**config.mk**
```make
export PLATFORM = sky130hd
export DESIGN_NAME = mixcol_seq
export DESIGN_NICKNAME = d
export VERILOG_FILES = /design/src/rtl/mixcol_seq.sv
export SDC_FILE = /design/constraint.sdc
export NUM_CORES = 1
export LEC_CHECK = 0
export CORE_UTILIZATION = 45
export DETAILED_ROUTE_END_ITERATION = 10
export HOLD_SLACK_MARGIN = 0.1
export PLACE_DENSITY = 0.73
export SLEW_MARGIN = 10
export SYNTH_ARGS = -nofsm -noshare
export SYNTH_HDL_FRONTEND = slang
export SYNTH_SLANG_ARGS = --single-unit
export TNS_END_PERCENT = 20
```
**constraint.sdc**
```tcl
create_clock -name clk -period 3.9 [get_ports clk]
set_input_delay 0.585 -clock clk [delete_from_list [all_inputs] [get_ports clk]]
set_output_delay 0.585 -clock clk [all_outputs]
set_load 0.1 [all_outputs]
```
**src/rtl/mixcol_seq.sv**
```systemverilog
// Sequential AES MixColumns / InvMixColumns engine.
// One shared GF(2^8) multiplier computes all 64 coefficient products of a 128-bit state, one per clock.

module gf_mul8 (
    input  logic [7:0] a_i,
    input  logic [7:0] b_i,
    output logic [7:0] p_o
);

    logic [14:0] prod_s;

    // Carry-less 8x8 product, then fold bits 14..8 back with 0x11B.
    always_comb begin
        prod_s = 15'd0;
        for (int i = 0; i < 8; i++) begin
            prod_s = prod_s ^ ({15{b_i[i]}} & ({7'd0, a_i} << i));
        end
        for (int i = 14; i >= 8; i--) begin
            prod_s = prod_s ^ ({15{prod_s[i]}} & (15'h011B << (i - 8)));
        end
        p_o = prod_s[7:0];
    end

endmodule

module mixcol_seq (
    input  logic         clk,
    input  logic         rst_n,
    input  logic         in_valid,
    output logic         in_ready,
    input  logic [127:0] in_data,
    input  logic         in_inv,
    output logic         out_valid,
    input  logic         out_ready,
    output logic [127:0] out_data,
    output logic         busy
);

    typedef enum logic [1:0] {
        ST_IDLE = 2'd0,
        ST_MUL  = 2'd1,
        ST_DONE = 2'd2
    } state_t;

    state_t       state_q, state_d;
    logic [5:0]   step_q, step_d;
    logic [7:0]   acc_q, acc_d;
    logic [127:0] src_q, src_d;
    logic         mode_q, mode_d;
    logic [127:0] out_q, out_d;

    logic [3:0]   b_s;
    logic [1:0]   k_s;
    logic [1:0]   r_s;
    logic [1:0]   c_s;
    logic [7:0]   coef_s;
    logic [7:0]   src_byte_s;
    logic [7:0]   prod_s;

    // Row-0 coefficients, rotated by (k - r) mod 4 to give coef(r,k).
    function automatic logic [7:0] coef_f(input logic inv, input logic [1:0] sel);
        logic [7:0] c;
        case ({inv, sel})
            3'b000:  c = 8'h02;
            3'b001:  c = 8'h03;
            3'b010:  c = 8'h01;
            3'b011:  c = 8'h01;
            3'b100:  c = 8'h0E;
            3'b101:  c = 8'h0B;
            3'b110:  c = 8'h0D;
            3'b111:  c = 8'h09;
            default: c = 8'h00;
        endcase
        return c;
    endfunction

    // Byte i of a state lives at bits [127-8i -: 8]; 127-8i == {~i, 3'b111}.
    function automatic logic [7:0] byte_sel_f(input logic [127:0] st, input logic [3:0] idx);
        return st[{~idx, 3'b111} -: 8];
    endfunction

    // Decode the step counter into output byte and term index, then form the product operands.
    always_comb begin
        b_s        = step_q[5:2];
        k_s        = step_q[1:0];
        c_s        = b_s[3:2];
        r_s        = b_s[1:0];
        coef_s     = coef_f(mode_q, k_s - r_s);
        src_byte_s = byte_sel_f(src_q, {c_s, k_s});
    end

    gf_mul8 u_gf_mul8 (
        .a_i (coef_s),
        .b_i (src_byte_s),
        .p_o (prod_s)
    );

    // Next-state and datapath update.
    always_comb begin
        state_d = state_q;
        step_d  = step_q;
        acc_d   = acc_q;
        src_d   = src_q;
        mode_d  = mode_q;
        out_d   = out_q;
        case (state_q)
            ST_IDLE: begin
                if (in_valid) begin
                    state_d = ST_MUL;
                    src_d   = in_data;
                    mode_d  = in_inv;
                    step_d  = 6'd0;
                    acc_d   = 8'd0;
                end else begin
                    state_d = ST_IDLE;
                end
            end
            ST_MUL: begin
                step_d = step_q + 6'd1;
                if (k_s == 2'd3) begin
                    out_d[{~b_s, 3'b111} -: 8] = acc_q ^ prod_s;
                    acc_d                      = 8'd0;
                end else begin
                    acc_d = acc_q ^ prod_s;
                end
                if (step_q == 6'd63) begin
                    state_d = ST_DONE;
                end else begin
                    state_d = ST_MUL;
                end
            end
            ST_DONE: begin
                if (out_ready) begin
                    state_d = ST_IDLE;
                end else begin
                    state_d = ST_DONE;
                end
            end
            default: begin
                state_d = ST_IDLE;
            end
        endcase
    end

    // State registers with synchronous active-low reset; reset aborts any operation in flight.
    always_ff @(posedge clk) begin
        if (!rst_n) begin
            state_q <= ST_IDLE;
            step_q  <= 6'd0;
            acc_q   <= 8'd0;
            src_q   <= 128'd0;
            mode_q  <= 1'b0;
            out_q   <= 128'd0;
        end else begin
            state_q <= state_d;
            step_q  <= step_d;
            acc_q   <= acc_d;
            src_q   <= src_d;
            mode_q  <= mode_d;
            out_q   <= out_d;
        end
    end

    assign in_ready  = (state_q == ST_IDLE);
    assign out_valid = (state_q == ST_DONE);
    assign busy      = (state_q == ST_MUL) || (state_q == ST_DONE);
    assign out_data  = out_q;

endmodule

```
==> results.sh <==
export IMPL_end_kind="register"
export IMPL_outcome="finished clean"
export IMPL_final_common_cell="nand2_1"
export IMPL_final_max_slew_viol_count=0
export IMPL_place_congestion=0.897
export IMPL_cpPeakStageDelay_ns=0.72
export IMPL_synth_edf_count=0
export IMPL_vias=9986
export IMPL_dieWidth_um=160
export IMPL_crit_top_cell="mux2i_1"
export IMPL_grt_pass1_wl_um=50700
export IMPL_arrival_ns=4.12
export IMPL_gr_total_overflow=0
export IMPL_initial_core_util_pct=46.0
export IMPL_grt_start_max_net_pins=129
export IMPL_syn_to_final_growth_pct=34.0
export IMPL_gr_usage_all_layers_pct=24.7
export IMPL_cts_sinks=273
export IMPL_port_buffers=263
export IMPL_synth_cells=1300
export IMPL_p_leak_nw=5.41
export IMPL_period_share_pct=93.6
export IMPL_core_area_um2=24400
export IMPL_tightest_slew_ns=1.08
export IMPL_cp_max_fo=16
export IMPL_power_density_nw_per_um2=429
export IMPL_synth_ff_type="dfxtp_1"
export IMPL_clk_pin_slew_ns=0.06
export IMPL_clock_root_buffer="clkbuf_16"
export IMPL_synthArstFlopShare_pct=0
export IMPL_crit_family="multiplexers"
export IMPL_crit_required_ns=4.37
export IMPL_yosysUniqueCellTypes=63
export IMPL_core_rowCount=57
export IMPL_insertion_delay_ns=0.54
export IMPL_pre_cts_slack_ns=0.0699
export IMPL_antenna_found_initial=0
export IMPL_crit_type="register to register"
export IMPL_worstPathBufferInverterCount=0
export IMPL_p_int_mw=4.91
export IMPL_cts_max_level=1
export IMPL_min_from="src_q[53]"
export IMPL_yosysSeqAreaShare_pct=48.7
export IMPL_ios=264
export IMPL_min_to="src_q[53]"
export IMPL_drive_gt1_share_pct=8.59
export IMPL_maxSlewHeadroom_pct=27.5
export IMPL_fmax_mhz=274
export IMPL_ys_seq_elements=273
export IMPL_seq_power_share_pct=45.4
export IMPL_clockBufferDepth=3
export IMPL_fin_nets=1655
export IMPL_drc=0
export IMPL_r2r_start="step_q[0]"
export IMPL_cts_tree="built"
export IMPL_finalHoldViolCount=0
export IMPL_maxCapViolCount=0
export IMPL_crit_chain="mux4_1 -> mux2_2 -> mux2i_4 -> mux2i_1 -> o2111ai_2 -> o221a_4 -> xnor3_1 -> mux2i_1 -> nor2_1"
export IMPL_slowest_stage="xnor3_1"
export IMPL_setup_ws_ns=0.249
export IMPL_numCtsBuffers=28
export IMPL_combPwrFrac_pct=10.9
export IMPL_holdPathStages=2
export IMPL_rrSetupSlack_ns=0.25
export IMPL_synth_area_per_cell_um2=8.63
export IMPL_clkPwrFrac_pct=43.7
export IMPL_min_path_type="register to register"
export IMPL_r2r_cells=9
export IMPL_power_mw=6.45
export IMPL_routed_wl_um=32300
export IMPL_start_kind="register"
export IMPL_switching_power_mw=1.54
export IMPL_first_global_vias=9285
export IMPL_mostFrequentLayoutCells="nand2_1 (332), dfxtp_1 (271), clkdlybuf4s50_1 (262)"
export IMPL_r2r_end="out_data[108]"
export IMPL_first_pass_iters=5
export IMPL_viasPerCell=5.37
export IMPL_hpwl_um=22900
export IMPL_wl_per_cell_um=17.3
export IMPL_drt_iter0_drc=1033
export IMPL_synth_net_count=1439
export IMPL_die_h_um=160
export IMPL_finalSetupViolCount=0
export IMPL_layout_min_cycle_time_ns=3.65
export IMPL_cts_hold_buf=0
export IMPL_final_core_util_pct=61.6
export IMPL_die_area_um2=25600
export IMPL_fin_skew_ns=0.0272
export IMPL_yosys_warnings=0
export IMPL_antenna_cells=0
export IMPL_ir_worst_vdd_uv=347
export IMPL_hold_ws_ns=0.453
export IMPL_netlist_area_um2=11200
export IMPL_switching_share_pct=23.9
export IMPL_ant_nets=0
-- metal layers --
metal	wire [µm]	global-route usage, %	up-vias
met5	0	0	-
met4	734	6.97	0
met3	1920	3.64	51
met2	15200	40.4	369
met1	14500	33.9	4673
li1	-	-	4893
-- cells by family after synthesis --
kind of cell | count (synthesis) | synth area share [%]
flip-flops | 273 | 48.7
XOR/XNOR | 32 | 3.02
adder cells (fa/ha/maj) | 6 | 0.669
AND/OR/NAND/NOR | 415 | 14.8
AO/OA/AOI/OAI | 411 | 20.2
multiplexers | 51 | 7.94
buffers and inverters | 112 | 4.65
-- registers in the layout, summed over array words and instances (netlist names) --
register  count
src_q       128
out_data    128
step_q        6
state_q       2
mode_q        1
acc_q         8
-- worst min-delay path: stages, from the launching register on --
cell and delay [ns]:
dfxtp_1 0.31, nand2_1 0.05, a21oi_1 0.05
-- Yosys cell counts, types with 2 or more instances --
master	count	area [µm²]
a211oi_1	2	15.0
a21oi_1	232	1160
a21oi_2	10	87.6
a221oi_1	2	17.5
a22oi_1	8	60.1
a31oi_1	3	18.8
and2_1	5	31.3
buf_1	3	11.3
buf_2	9	45.0
buf_6	7	78.8
buf_8	3	45.0
clkbuf_1	78	293
clkinv_1	2	7.51
dfxtp_1	273	5470
ha_1	6	75.1
inv_1	8	30.0
mux2_2	2	22.5
mux2i_1	20	200
mux4_1	4	105
mux4_2	24	541
nand2_1	333	1250
nand2b_1	6	37.5
nand3_1	4	20.0
nand4_1	2	12.5
nor2_1	43	161
nor2b_1	4	25.0
nor3_1	7	35.0
o211ai_1	2	15.0
o21ai_0	112	561
o21ai_1	7	35.0
o22ai_1	17	106
o31a_1	2	17.5
or3_1	3	18.8
xnor2_1	18	158
xnor2_2	5	81.3
xor2_1	7	61.3
-- worst max path at each step --
| stage | startpoint | endpoint | slack [ns] | depth (start not counted) |
|---|---|---|---|---|
| final | step_q[0] | out_data[108] | 0.25 | 9 |
| after floorplan | step_q[0] | out_data[124] | 0.68 | 16 |
| after global routing | step_q[0] | out_data[60] | -0.01 | 10 |
| after CTS | step_q[0] | out_data[99] | 0.08 | 9 |
| after global placement | step_q[0] | out_data[99] | 0.14 | 9 |
| after detailed placement | step_q[0] | out_data[107] | 0.07 | 9 |
-- area by class of cell --
class | count | area, µm²
Sequential cell | 273 | 5470
Multi-Input combinational cell | 915 | 5310
Clock inverter | 12 | 185
Timing Repair Buffer | 287 | 2830
Fill cell | 2104 | 9360
Inverter | 11 | 43.8
Clock buffer | 38 | 790
Tap cell | 324 | 405
-- metrics by stage --
stage          cells  TNS [ns]  area, µm²
2_1_floorplan   1300         0      11200
3_3_place_gp    1810         0      14000
3_5_place_dp    1810         0      14000
4_1_cts         1860         0      15000
5_1_grt         1860  -0.00953      15000
6_report        1860         0      15000
-- repair_timing --
item	in CTS	in global routing
resized for setup	0	4
setup buffers	0	0
endpoints found under the setup margin	0	58
-- power by group through the flow --
stage               Sequential (mW)  Clock, mW  Combinational (mW)
CTS                            2.93       2.86               0.685
finish                         2.93       2.82               0.701
floorplan                      2.96          0               0.432
global placement               2.99          0               0.676
detailed placement             2.99          0               0.682
global route                   2.94       2.98               0.755
(Power assumes the default switching activity.)
